$ cat config.mk
export PLATFORM = sky130hd
export DESIGN_NAME = perceptron_trainer_flat
export DESIGN_NICKNAME = d
export VERILOG_FILES = /design/src/rtl/perceptron_trainer_pkg.sv /design/src/rtl/perceptron_trainer_if.sv /design/src/rtl/perceptron_argmax.sv /design/src/rtl/perceptron_trainer.sv /design/src/flat_wrapper.sv
export SDC_FILE = /design/constraint.sdc
export NUM_CORES = 1
export LEC_CHECK = 0
export BUFFER_PORTS_ARGS = -buffer_cell sky130_fd_sc_hd__buf_2
export CAP_MARGIN = 10
export CORE_ASPECT_RATIO = 1.5
export CORE_MARGIN = 3
export CORE_UTILIZATION = 55
export CTS_CLUSTER_SIZE = 12
export DETAILED_ROUTE_END_ITERATION = 10
export PLACE_DENSITY = 0.85
export SLEW_MARGIN = 20
export SYNTH_ARGS = -nofsm -noshare
export SYNTH_HDL_FRONTEND = slang
export SYNTH_SLANG_ARGS = --single-unit
$ cat constraint.sdc
create_clock -name clk -period 5.6 [get_ports clk]
set_input_delay 0.56 -clock clk [delete_from_list [all_inputs] [get_ports clk]]
set_output_delay 0.56 -clock clk [all_outputs]
set_load 0.1 [all_outputs]
$ cat src/rtl/perceptron_trainer_pkg.sv
// Shared definitions for the perceptron trainer: FSM state encoding and the
// class-count derivation used by the interface, the top and the argmax block.
package perceptron_trainer_pkg;

  typedef enum logic [2:0] {
    IDLE,
    SCORE,
    DECIDE,
    UPDATE,
    DONE
  } state_t;

  // Number of classes addressed by a class index of c_width bits.
  function automatic int classes_of(input int c_width);
    return 1 << c_width;
  endfunction

endpackage

$ cat src/rtl/perceptron_trainer_if.sv
// Sample / preload / result bundle of the perceptron trainer.
// master = sample source and observer, slave = trainer.
interface perceptron_trainer_if #(
  parameter int WIDTH    = 8,
  parameter int FEATURES = 2,
  parameter int C_WIDTH  = 1
);
  import perceptron_trainer_pkg::*;

  localparam int CLASSES = classes_of(C_WIDTH);

  logic                                in_valid;
  logic                                in_ready;
  logic [FEATURES*WIDTH-1:0]           features;
  logic [C_WIDTH-1:0]                  label;
  logic                                ld_en;
  logic [CLASSES*FEATURES*WIDTH-1:0]   ld_weights;
  logic [CLASSES*FEATURES*WIDTH-1:0]   weights;
  logic                                out_valid;
  logic [C_WIDTH-1:0]                  out_class;
  logic [WIDTH-1:0]                    out_value;
  logic                                mispredict;

  modport master (
    output in_valid, features, label, ld_en, ld_weights,
    input  in_ready, weights, out_valid, out_class, out_value, mispredict
  );

  modport slave (
    input  in_valid, features, label, ld_en, ld_weights,
    output in_ready, weights, out_valid, out_class, out_value, mispredict
  );

endinterface

$ cat src/rtl/perceptron_argmax.sv
// Combinational argmax over CLASSES packed unsigned scores.
// Strict greater-than while scanning upward keeps the lowest index on ties.
module perceptron_argmax
  import perceptron_trainer_pkg::*;
#(
  parameter int WIDTH   = 8,
  parameter int C_WIDTH = 1
) (
  input  logic [classes_of(C_WIDTH)*WIDTH-1:0] scores,
  output logic [C_WIDTH-1:0]                   best_idx,
  output logic [WIDTH-1:0]                     best_val
);

  localparam int CLASSES = classes_of(C_WIDTH);

  // Scan classes in ascending order, replacing only on a strictly larger score.
  always_comb begin
    best_idx = '0;
    best_val = scores[0 +: WIDTH];
    for (int i = 1; i < CLASSES; i++) begin
      if (scores[i*WIDTH +: WIDTH] > best_val) begin
        best_idx = C_WIDTH'(i);
        best_val = scores[i*WIDTH +: WIDTH];
      end
    end
  end

endmodule

$ cat src/rtl/perceptron_trainer.sv
// Multi-class perceptron trainer: scores one sample with one MAC per cycle,
// picks the best class, and on a mispredict moves the true-class weights
// toward the sample and the predicted-class weights away from it.
// Optional macro PERCEPTRON_TRAINER_SAT_EN: weight updates saturate to
// [0, 2**WIDTH-1] instead of wrapping. Scoring always wraps.
module perceptron_trainer
  import perceptron_trainer_pkg::*;
#(
  parameter int WIDTH    = 8,
  parameter int FEATURES = 2,
  parameter int C_WIDTH  = 1
) (
  input logic                clk,
  input logic                rst,
  perceptron_trainer_if.slave bus
);

  localparam int CLASSES = classes_of(C_WIDTH);
  localparam int N       = CLASSES * FEATURES;
  localparam int AW      = (N > 1) ? $clog2(N) : 1;
  localparam int FW      = (FEATURES > 1) ? $clog2(FEATURES) : 1;

  state_t             state_reg;
  logic [C_WIDTH-1:0] cls_reg;
  logic [FW-1:0]      feat_reg;
  logic [C_WIDTH-1:0] label_reg;
  logic [C_WIDTH-1:0] pred_reg;
  logic [WIDTH-1:0]   pred_val_reg;
  logic [WIDTH-1:0]   x_reg      [FEATURES];
  logic [WIDTH-1:0]   w_reg      [N];
  logic [WIDTH-1:0]   scores_reg [CLASSES];
  logic               out_valid_reg;
  logic [C_WIDTH-1:0] out_class_reg;
  logic [WIDTH-1:0]   out_value_reg;
  logic               mispredict_reg;

  logic [AW-1:0]              score_addr;
  logic [AW-1:0]              lbl_addr;
  logic [AW-1:0]              pred_addr;
  logic [WIDTH-1:0]           prod;
  logic [CLASSES*WIDTH-1:0]   scores_flat;
  logic [C_WIDTH-1:0]         best_idx;
  logic [WIDTH-1:0]           best_val;

  // Weight (c,f) lives at c*FEATURES+f, matching the external packing.
  assign score_addr = AW'(cls_reg) * AW'(FEATURES) + AW'(feat_reg);
  assign lbl_addr   = AW'(label_reg) * AW'(FEATURES) + AW'(feat_reg);
  assign pred_addr  = AW'(pred_reg) * AW'(FEATURES) + AW'(feat_reg);
  assign prod       = w_reg[score_addr] * x_reg[feat_reg];

  generate
    for (genvar gi = 0; gi < CLASSES; gi++) begin : g_scores
      assign scores_flat[gi*WIDTH +: WIDTH] = scores_reg[gi];
    end
    for (genvar gi = 0; gi < N; gi++) begin : g_weights
      assign bus.weights[gi*WIDTH +: WIDTH] = w_reg[gi];
    end
  endgenerate

  perceptron_argmax #(
    .WIDTH   (WIDTH),
    .C_WIDTH (C_WIDTH)
  ) u_argmax (
    .scores   (scores_flat),
    .best_idx (best_idx),
    .best_val (best_val)
  );

  assign bus.in_ready   = (state_reg == IDLE) && !bus.ld_en;
  assign bus.out_valid  = out_valid_reg;
  assign bus.out_class  = out_class_reg;
  assign bus.out_value  = out_value_reg;
  assign bus.mispredict = mispredict_reg;

  function automatic logic [WIDTH-1:0] w_add(input logic [WIDTH-1:0] a,
                                             input logic [WIDTH-1:0] b);
`ifdef PERCEPTRON_TRAINER_SAT_EN
    logic [WIDTH:0] s;
    s = {1'b0, a} + {1'b0, b};
    return s[WIDTH] ? '1 : s[WIDTH-1:0];
`else
    return a + b;
`endif
  endfunction

  function automatic logic [WIDTH-1:0] w_sub(input logic [WIDTH-1:0] a,
                                             input logic [WIDTH-1:0] b);
`ifdef PERCEPTRON_TRAINER_SAT_EN
    return (b > a) ? '0 : a - b;
`else
    return a - b;
`endif
  endfunction

  // Trainer FSM plus weight store, score accumulators and registered results.
  always_ff @(posedge clk) begin
    if (rst) begin
      state_reg      <= IDLE;
      cls_reg        <= '0;
      feat_reg       <= '0;
      label_reg      <= '0;
      pred_reg       <= '0;
      pred_val_reg   <= '0;
      out_valid_reg  <= 1'b0;
      out_class_reg  <= '0;
      out_value_reg  <= '0;
      mispredict_reg <= 1'b0;
      for (int i = 0; i < N; i++)        w_reg[i]      <= '0;
      for (int i = 0; i < CLASSES; i++)  scores_reg[i] <= '0;
      for (int i = 0; i < FEATURES; i++) x_reg[i]      <= '0;
    end else begin
      case (state_reg)
        IDLE: begin
          if (bus.ld_en) begin
            for (int i = 0; i < N; i++)
              w_reg[i] <= bus.ld_weights[i*WIDTH +: WIDTH];
          end else if (bus.in_valid) begin
            for (int i = 0; i < FEATURES; i++)
              x_reg[i] <= bus.features[i*WIDTH +: WIDTH];
            label_reg <= bus.label;
            cls_reg   <= '0;
            feat_reg  <= '0;
            state_reg <= SCORE;
          end
        end
        SCORE: begin
          // First feature of a class restarts its accumulator.
          scores_reg[cls_reg] <= (feat_reg == '0) ? prod : scores_reg[cls_reg] + prod;
          if (feat_reg == FW'(FEATURES - 1)) begin
            feat_reg <= '0;
            if (cls_reg == {C_WIDTH{1'b1}}) state_reg <= DECIDE;
            else                            cls_reg   <= cls_reg + 1'b1;
          end else begin
            feat_reg <= feat_reg + 1'b1;
          end
        end
        DECIDE: begin
          pred_reg     <= best_idx;
          pred_val_reg <= best_val;
          feat_reg     <= '0;
          if (best_idx != label_reg) begin
            state_reg <= UPDATE;
          end else begin
            out_valid_reg  <= 1'b1;
            out_class_reg  <= best_idx;
            out_value_reg  <= best_val;
            mispredict_reg <= 1'b0;
            state_reg      <= DONE;
          end
        end
        UPDATE: begin
          // label != pred here, so the two writes never hit the same entry.
          w_reg[lbl_addr]  <= w_add(w_reg[lbl_addr], x_reg[feat_reg]);
          w_reg[pred_addr] <= w_sub(w_reg[pred_addr], x_reg[feat_reg]);
          if (feat_reg == FW'(FEATURES - 1)) begin
            out_valid_reg  <= 1'b1;
            out_class_reg  <= pred_reg;
            out_value_reg  <= pred_val_reg;
            mispredict_reg <= 1'b1;
            state_reg      <= DONE;
          end else begin
            feat_reg <= feat_reg + 1'b1;
          end
        end
        DONE: begin
          out_valid_reg <= 1'b0;
          state_reg     <= IDLE;
        end
        default: state_reg <= IDLE;
      endcase
    end
  end

endmodule

$ cat src/flat_wrapper.sv
// flat-port wrapper written by rule: the top's interface ports become plain ports
module perceptron_trainer_flat import perceptron_trainer_pkg::*;
#(
  parameter int WIDTH    = 8,
  parameter int FEATURES = 2,
  parameter int C_WIDTH  = 1
)
  (clk, rst, bus_in_valid, bus_features, bus_label, bus_ld_en, bus_ld_weights, bus_in_ready, bus_weights, bus_out_valid, bus_out_class, bus_out_value, bus_mispredict);
  perceptron_trainer_if #(.WIDTH(WIDTH), .FEATURES(FEATURES), .C_WIDTH(C_WIDTH)) bus_i ();
  input logic clk;
  input logic rst;
  input wire logic [$bits(bus_i.in_valid)-1:0] bus_in_valid;
  input wire logic [$bits(bus_i.features)-1:0] bus_features;
  input wire logic [$bits(bus_i.label)-1:0] bus_label;
  input wire logic [$bits(bus_i.ld_en)-1:0] bus_ld_en;
  input wire logic [$bits(bus_i.ld_weights)-1:0] bus_ld_weights;
  output wire logic [$bits(bus_i.in_ready)-1:0] bus_in_ready;
  output wire logic [$bits(bus_i.weights)-1:0] bus_weights;
  output wire logic [$bits(bus_i.out_valid)-1:0] bus_out_valid;
  output wire logic [$bits(bus_i.out_class)-1:0] bus_out_class;
  output wire logic [$bits(bus_i.out_value)-1:0] bus_out_value;
  output wire logic [$bits(bus_i.mispredict)-1:0] bus_mispredict;
  assign bus_i.in_valid = bus_in_valid;
  assign bus_i.features = bus_features;
  assign bus_i.label = bus_label;
  assign bus_i.ld_en = bus_ld_en;
  assign bus_i.ld_weights = bus_ld_weights;
  assign bus_in_ready = bus_i.in_ready;
  assign bus_weights = bus_i.weights;
  assign bus_out_valid = bus_i.out_valid;
  assign bus_out_class = bus_i.out_class;
  assign bus_out_value = bus_i.out_value;
  assign bus_mispredict = bus_i.mispredict;
  perceptron_trainer #(.WIDTH(WIDTH), .FEATURES(FEATURES), .C_WIDTH(C_WIDTH)) u_core (.clk(clk), .rst(rst), .bus(bus_i));
endmodule
---- After elaboration in Yosys (flattened, before gate mapping) ----
Memories as Yosys holds them, arrays and structs flattened. A register that Yosys moved wholly into a read port is not among the register bits.
Index checks and enable logic that the tools add are counted.
storage, ports and cells
  output and inout bits ................... 44
  register bits after elaboration ......... 26
  memories kept ........................... 3
  logic and storage cells ................. 122
  input port bits ......................... 53
  RAM bits ................................ 64
memory list
  name               depth  bits a word  read ports  clocked after memory_dff  write ports  line                      RTL
  u_core.w_reg       4      8            7           0                         4            perceptron_trainer.sv:30  logic [WIDTH-1:0] w_reg [N];
  u_core.scores_reg  2      8            3           1                         2            perceptron_trainer.sv:31  logic [WIDTH-1:0] scores_reg [CLASSES];
  u_core.x_reg       2      8            1           1                         2            perceptron_trainer.sv:29  logic [WIDTH-1:0] x_reg [FEATURES];
cells by class
  add/sub/neg operators ................... 8
  $mul .................................... 1
  bitwise operators ....................... 7
  multiplexer cells ....................... 65
  $lt $le $gt $ge ......................... 1
  equality and inequality tests ........... 11
  reduce and logical (&&, ||, !) cells .... 16
operators with widths
  kind                  count
  $mux W8               13
  $mux W1               37
  $reduce_or A8 Y1      3
  $mux W3               6
  $add A8 B8 Y8         2
  $pmux W8 S2           1
  $pmux W3 S4           1
  $reduce_and A3 Y1     4
  $gt A8 B8 Y1          1
  $mul A8 B8 Y8         1
  $sub A8 B8 Y8         1
  $add A2 B1 Y2         3
  $eq A3 B2 Y1 const B  2
  $ne A2 B1 Y1 const B  3
  $ne A2 B2 Y1 const B  3
  $or A1 B1 Y1          6
  $pmux W1 S2           3
  $reduce_and A5 Y1     1
  $mux W2               2
  $pmux W1 S4           1
  $reduce_and A4 Y1     1
  $reduce_bool A2 Y1    2
  $reduce_bool A4 Y1    1
  $eq A3 B1 Y1 const B  1
  other kinds (9)       10

---- Longest topological paths before layout ----
  word-level depth ........................ 6
  mapped depth ............................ 25
  mapped depth without buffers ............ 23

---- Hierarchy ----
A second synthesis with hierarchy kept.
second synthesis, totals
  cells, all modules ...................... 732
  area, all modules ....................... 7086.8 um2
by module, submodules not included
  module              area an instance (um2)  times used  seq. area each (um2)  cells each
  perceptron_trainer  6465.0                  1           2482.4                665
  perceptron_argmax   621.8                   1           0.0                   67

---- Least setup slack after synthesis ----
No wires, ideal clock.
  path type ............................... register -> register
  start point ............................. memory u_core.w_reg[2][1]
  end point ............................... memory u_core.scores_reg[0][7] (data pin)
  buffers on the path ..................... 0
  data arrival time ....................... 5.069 ns
  data required time ...................... 5.341 ns
  setup slack ............................. 0.272 ns
  clock period less this slack ............ 5.328 ns
  cell stages (with the launch flop) ...... 19
  setup time .............................. 0.259 ns
  cell sequence ........................... edfxtp_1 mux2i_1 mux2_2 nand2b_1 fa_1 fa_1 inv_1 fa_1 fa_1 ha_1 xnor2_1 ha_1 o21a_1 nor2_1 a21oi_1 xnor2_1 nand2_1 xnor2_1 nor2_1
RTL lines
  element      line
  from (decl)  perceptron_trainer.sv:30
  to (decl)    perceptron_trainer.sv:31

==> impl_metrics.yaml <==
synth:
  synth-edff-count: 64
  synthesis.area_um2: 6740
  yosysSeqAreaShare_pct: 36.8
  netlist_instances: 681
  synth_fp_nets: 794
  yosys_most_used_dff: "edfxtp_1"
  yosys_warnings: 0
  ys_ff_latch: 92
  number_of_distinct_library_cells_after_synthesis: 51
  syn_avg_cell_area_um2: 9.89
  postSynth.asyncResetShare_pct: 0
power:
  report.power.total_mw: 2.20
  worst_ir_drop_vdd_v: 0.000222
  leak_nw: 3.34
  powerDensity_nw_per_um2: 289
clocking:
  number_of_buffers_added_to_fix_hold_violations_after_cts: 0
  clock_root_buffer: "clkbuf_16"
  cts_sinks: 92
  cts_tree: "done"
  total_clock_buffers_created_by_cts: 9
  post_cts.resized_instances: 0
  cts_max_path_buffers: 2
  postCtsSetupBuffers: 0
  worst_skew_pair.late_latency_ns: 0.36
  cts-htree-levels: 3
  worst_setup_hold_path_clk_slew_ns: 0.07
finish:
  layout-area-overhead-vs-synth_pct: 13.1
  diodes: 0
  multi_input_comb_area_um2: 3930
  seq_area_um2: 2480
  largest_register_ffs: 32
  design_area_um2: 7620
  layout.cells.non_filler: 918
  finalNetCount: 876
  filler_cell_count: 935
  layout-drive-gt1-share_pct: 20.4
timing:
  final-max-slew-violation-count: 0
  setup_repair_after_global_routing_missed_its_margin: "no"
  finalCriticalPeriod_ns: 5.17
  final_period_util_pct: 92.3
  timing.clock.skew_ns: 0.0129
  final_hold_viol_count: 0
  timing.final.setup_violations: 0
  timing.slew.headroom_pct: 27.5
  final_critical_path_setup_slack_ns: 0.432
  setup-tns-final_ns: 0
  tightestPinTransition_ns: 1.08
  clock.fmax_ghz: 0.194
place:
  place.gp.congestion: 0.948
  place.detailed.hpwl_um: 13200
  dp_slack_ns: 0.360
  portBuffers: 96
  placed_cells: 902
  dpl-instance-area_um2: 7330
worst_setup_path:
  worst-endpoint-arrival_ns: 5.26
  reg2reg_slack_ns: 0.43
  critical_path_peak_fanout: 18
  worst_r2r_dst: "u_core.scores_reg[0][7]"
  crit_path_start_kind: "flip-flop"
  critical_path_data_required_time_ns: 5.69
  crit_path_end_kind: "flip-flop"
  worstReg2RegStart: "u_core.feat_reg"
  worstRegToRegCells: 22
  worstSetupPathType: "reg2reg"
worst_hold_path:
  worstHoldPathType: "reg2reg"
  hp-start: "u_core.bus.mispredict"
  hold-path-cell-count: 1
  worstHoldEndpoint: "u_core.bus.mispredict"
detailed_routing:
  drt-wirelength-per-cell_um: 18.4
  via_count: 5578
  drt_pass1_iterations: 7
  routed_wire_length_um: 16900
  number_of_drc_markers_after_the_initial_detailed_route_iteration: 356
  ant_nets: 0
  via_per_inst: 6.08
  route.detailed.drc: 0
global_route:
  grt_max_degree: 33
  first_global_vias: 5755
  grt_first_pass_wirelength_um: 27300
  grt_antenna_before_repair: 0
  gr-total-overflow: 0
  globalRouteTotalUtil_pct: 26.1
floorplan:
  die_h_um: 142
  io-pin-count: 97
  starting_density_of_the_core_pct: 57.5
  design.core.area_um2: 11700
  dieWidth_um: 96.4
  std_cell_rows: 48
  floorplan.die_area_um2: 13600
outcome:
  status: "completed"
job:
  max_cap_violation_count: 0
## per-layer routing
| layer | vias to the layer above | part of all wire (%) | track usage (%) |
|---|---|---|---|
| li1 | 2605 | - | - |
| met5 | - | 0 | 0 |
| met3 | 58 | 5.9 | 4.08 |
| met1 | 2666 | 34 | 28.4 |
| met2 | 249 | 56 | 47.4 |
| met4 | 0 | 3.8 | 13.5 |
## through the flow
step / hold slack, ns / util (%)
6_report: 0.457 / 65.1
2_1_floorplan: 0.474 / -
5_1_grt: 0.475 / 65.1
3_3_place_gp: 0.431 / 62.6
4_1_cts: 0.457 / 65.0
3_5_place_dp: 0.443 / 62.6
## worst max-delay path by stage
| stage | startpoint | cells after the start | endpoint |
|---|---|---|---|
| after floorplan | u_core.w_reg[2][1] | 18 | u_core.scores_reg[0][7] |
| after detailed placement | u_core.cls_reg | 23 | u_core.scores_reg[0][7] |
| after CTS | u_core.cls_reg | 23 | u_core.scores_reg[0][7] |
| after global routing | u_core.feat_reg | 22 | u_core.scores_reg[0][7] |
| final | u_core.feat_reg | 22 | u_core.scores_reg[0][7] |
| after global placement | u_core.cls_reg | 23 | u_core.scores_reg[0][7] |
## placed cells by master (no fill, tap or decap), drive strengths merged, types with 4 or more instances in the layout
cell type    n
a211oi       7
nand2       72
clkbuf       9
a21o        17
inv         52
mux2        10
o2bb2ai      8
a221oi       4
buf        106
nand3        7
edfxtp      64
nor3        10
mux4        20
nor2b        7
a21oi       32
a32oi        6
xnor2       31
and2        22
ha          45
nor2        84
fa          15
a22oi       20
dfxtp       28
mux2i       26
o21a         6
o21ai       27
xor2         6
## power breakdown
part           total, mW  switching [mW]  internal [mW]
logic              0.786           0.506          0.280
clock network      0.606           0.293          0.313
registers          0.808          0.0378          0.770
total               2.20           0.837           1.36
## logic make-up after synthesis
kind of cell    share of synthesized area, %
simple gates                            13.6
compound gates                          14.6
flops                                   36.8
buf+inv                                 4.88
fa+ha+maj                               12.8
mux                                     12.4
xor+xnor                                4.81
## cell usage after synthesis (2+ instances only)
| cell | n | area, um^2 |
|---|---|---|
| dfxtp_1 | 28 | 561 |
| mux2_2 | 10 | 113 |
| mux4_1 | 3 | 78.8 |
| a211oi_1 | 7 | 52.6 |
| o211ai_1 | 2 | 15.0 |
| nor2b_1 | 7 | 43.8 |
| xnor2_1 | 31 | 272 |
| a21oi_1 | 32 | 160 |
| a22oi_1 | 20 | 150 |
| nor2_1 | 84 | 315 |
| a222oi_1 | 2 | 20.0 |
| mux4_2 | 17 | 383 |
| buf_6 | 2 | 22.5 |
| o21ai_0 | 26 | 130 |
| edfxtp_1 | 64 | 1920 |
| nor3_1 | 10 | 50.1 |
| nand3_1 | 7 | 35.0 |
| or3_1 | 3 | 18.8 |
| o21a_1 | 6 | 45.0 |
| fa_1 | 15 | 300 |
| o211a_1 | 2 | 20.0 |
| clkbuf_1 | 24 | 90.1 |
| o2bb2ai_1 | 8 | 70.1 |
| nand2_1 | 71 | 267 |
| a21o_1 | 17 | 128 |
| inv_1 | 46 | 173 |
| nand2b_1 | 3 | 18.8 |
| xor2_1 | 6 | 52.6 |
| mux2i_1 | 26 | 260 |
| and2_1 | 21 | 131 |
| buf_2 | 8 | 40.0 |
| o21bai_1 | 2 | 15.0 |
| a221oi_1 | 3 | 26.3 |
| a32oi_1 | 6 | 52.6 |
| nor4_1 | 2 | 12.5 |
| ha_1 | 45 | 563 |
## critical path, cell delays in order, from the launching register on
cell and delay, ns:
dfxtp_2 0.51, buf_4 0.31, mux2_2 0.44, nor2_1 0.16
fa_1 0.20, inv_1 0.06, fa_1 0.53, inv_1 0.04
ha_1 0.26, inv_1 0.05, fa_1 0.53, inv_1 0.04
ha_1 0.32, a21oi_1 0.18, xnor2_1 0.19, ha_1 0.30
o21a_1 0.11, nor2_1 0.09, a21oi_1 0.06, xnor2_1 0.17
nand2_1 0.08, xnor2_1 0.20, nor2_1 0.08
## area by class of cell
class                   count  share of cell area [%]
flip-flops and latches     92                    32.6
clock buffers               9                    2.95
clock inverters             7                   0.837
repair buffers            106                    7.29
multi-input cells         508                    51.6
inverters                  46                    2.27
well taps                 150                    2.46
Power figures use the tool's default switching activity.
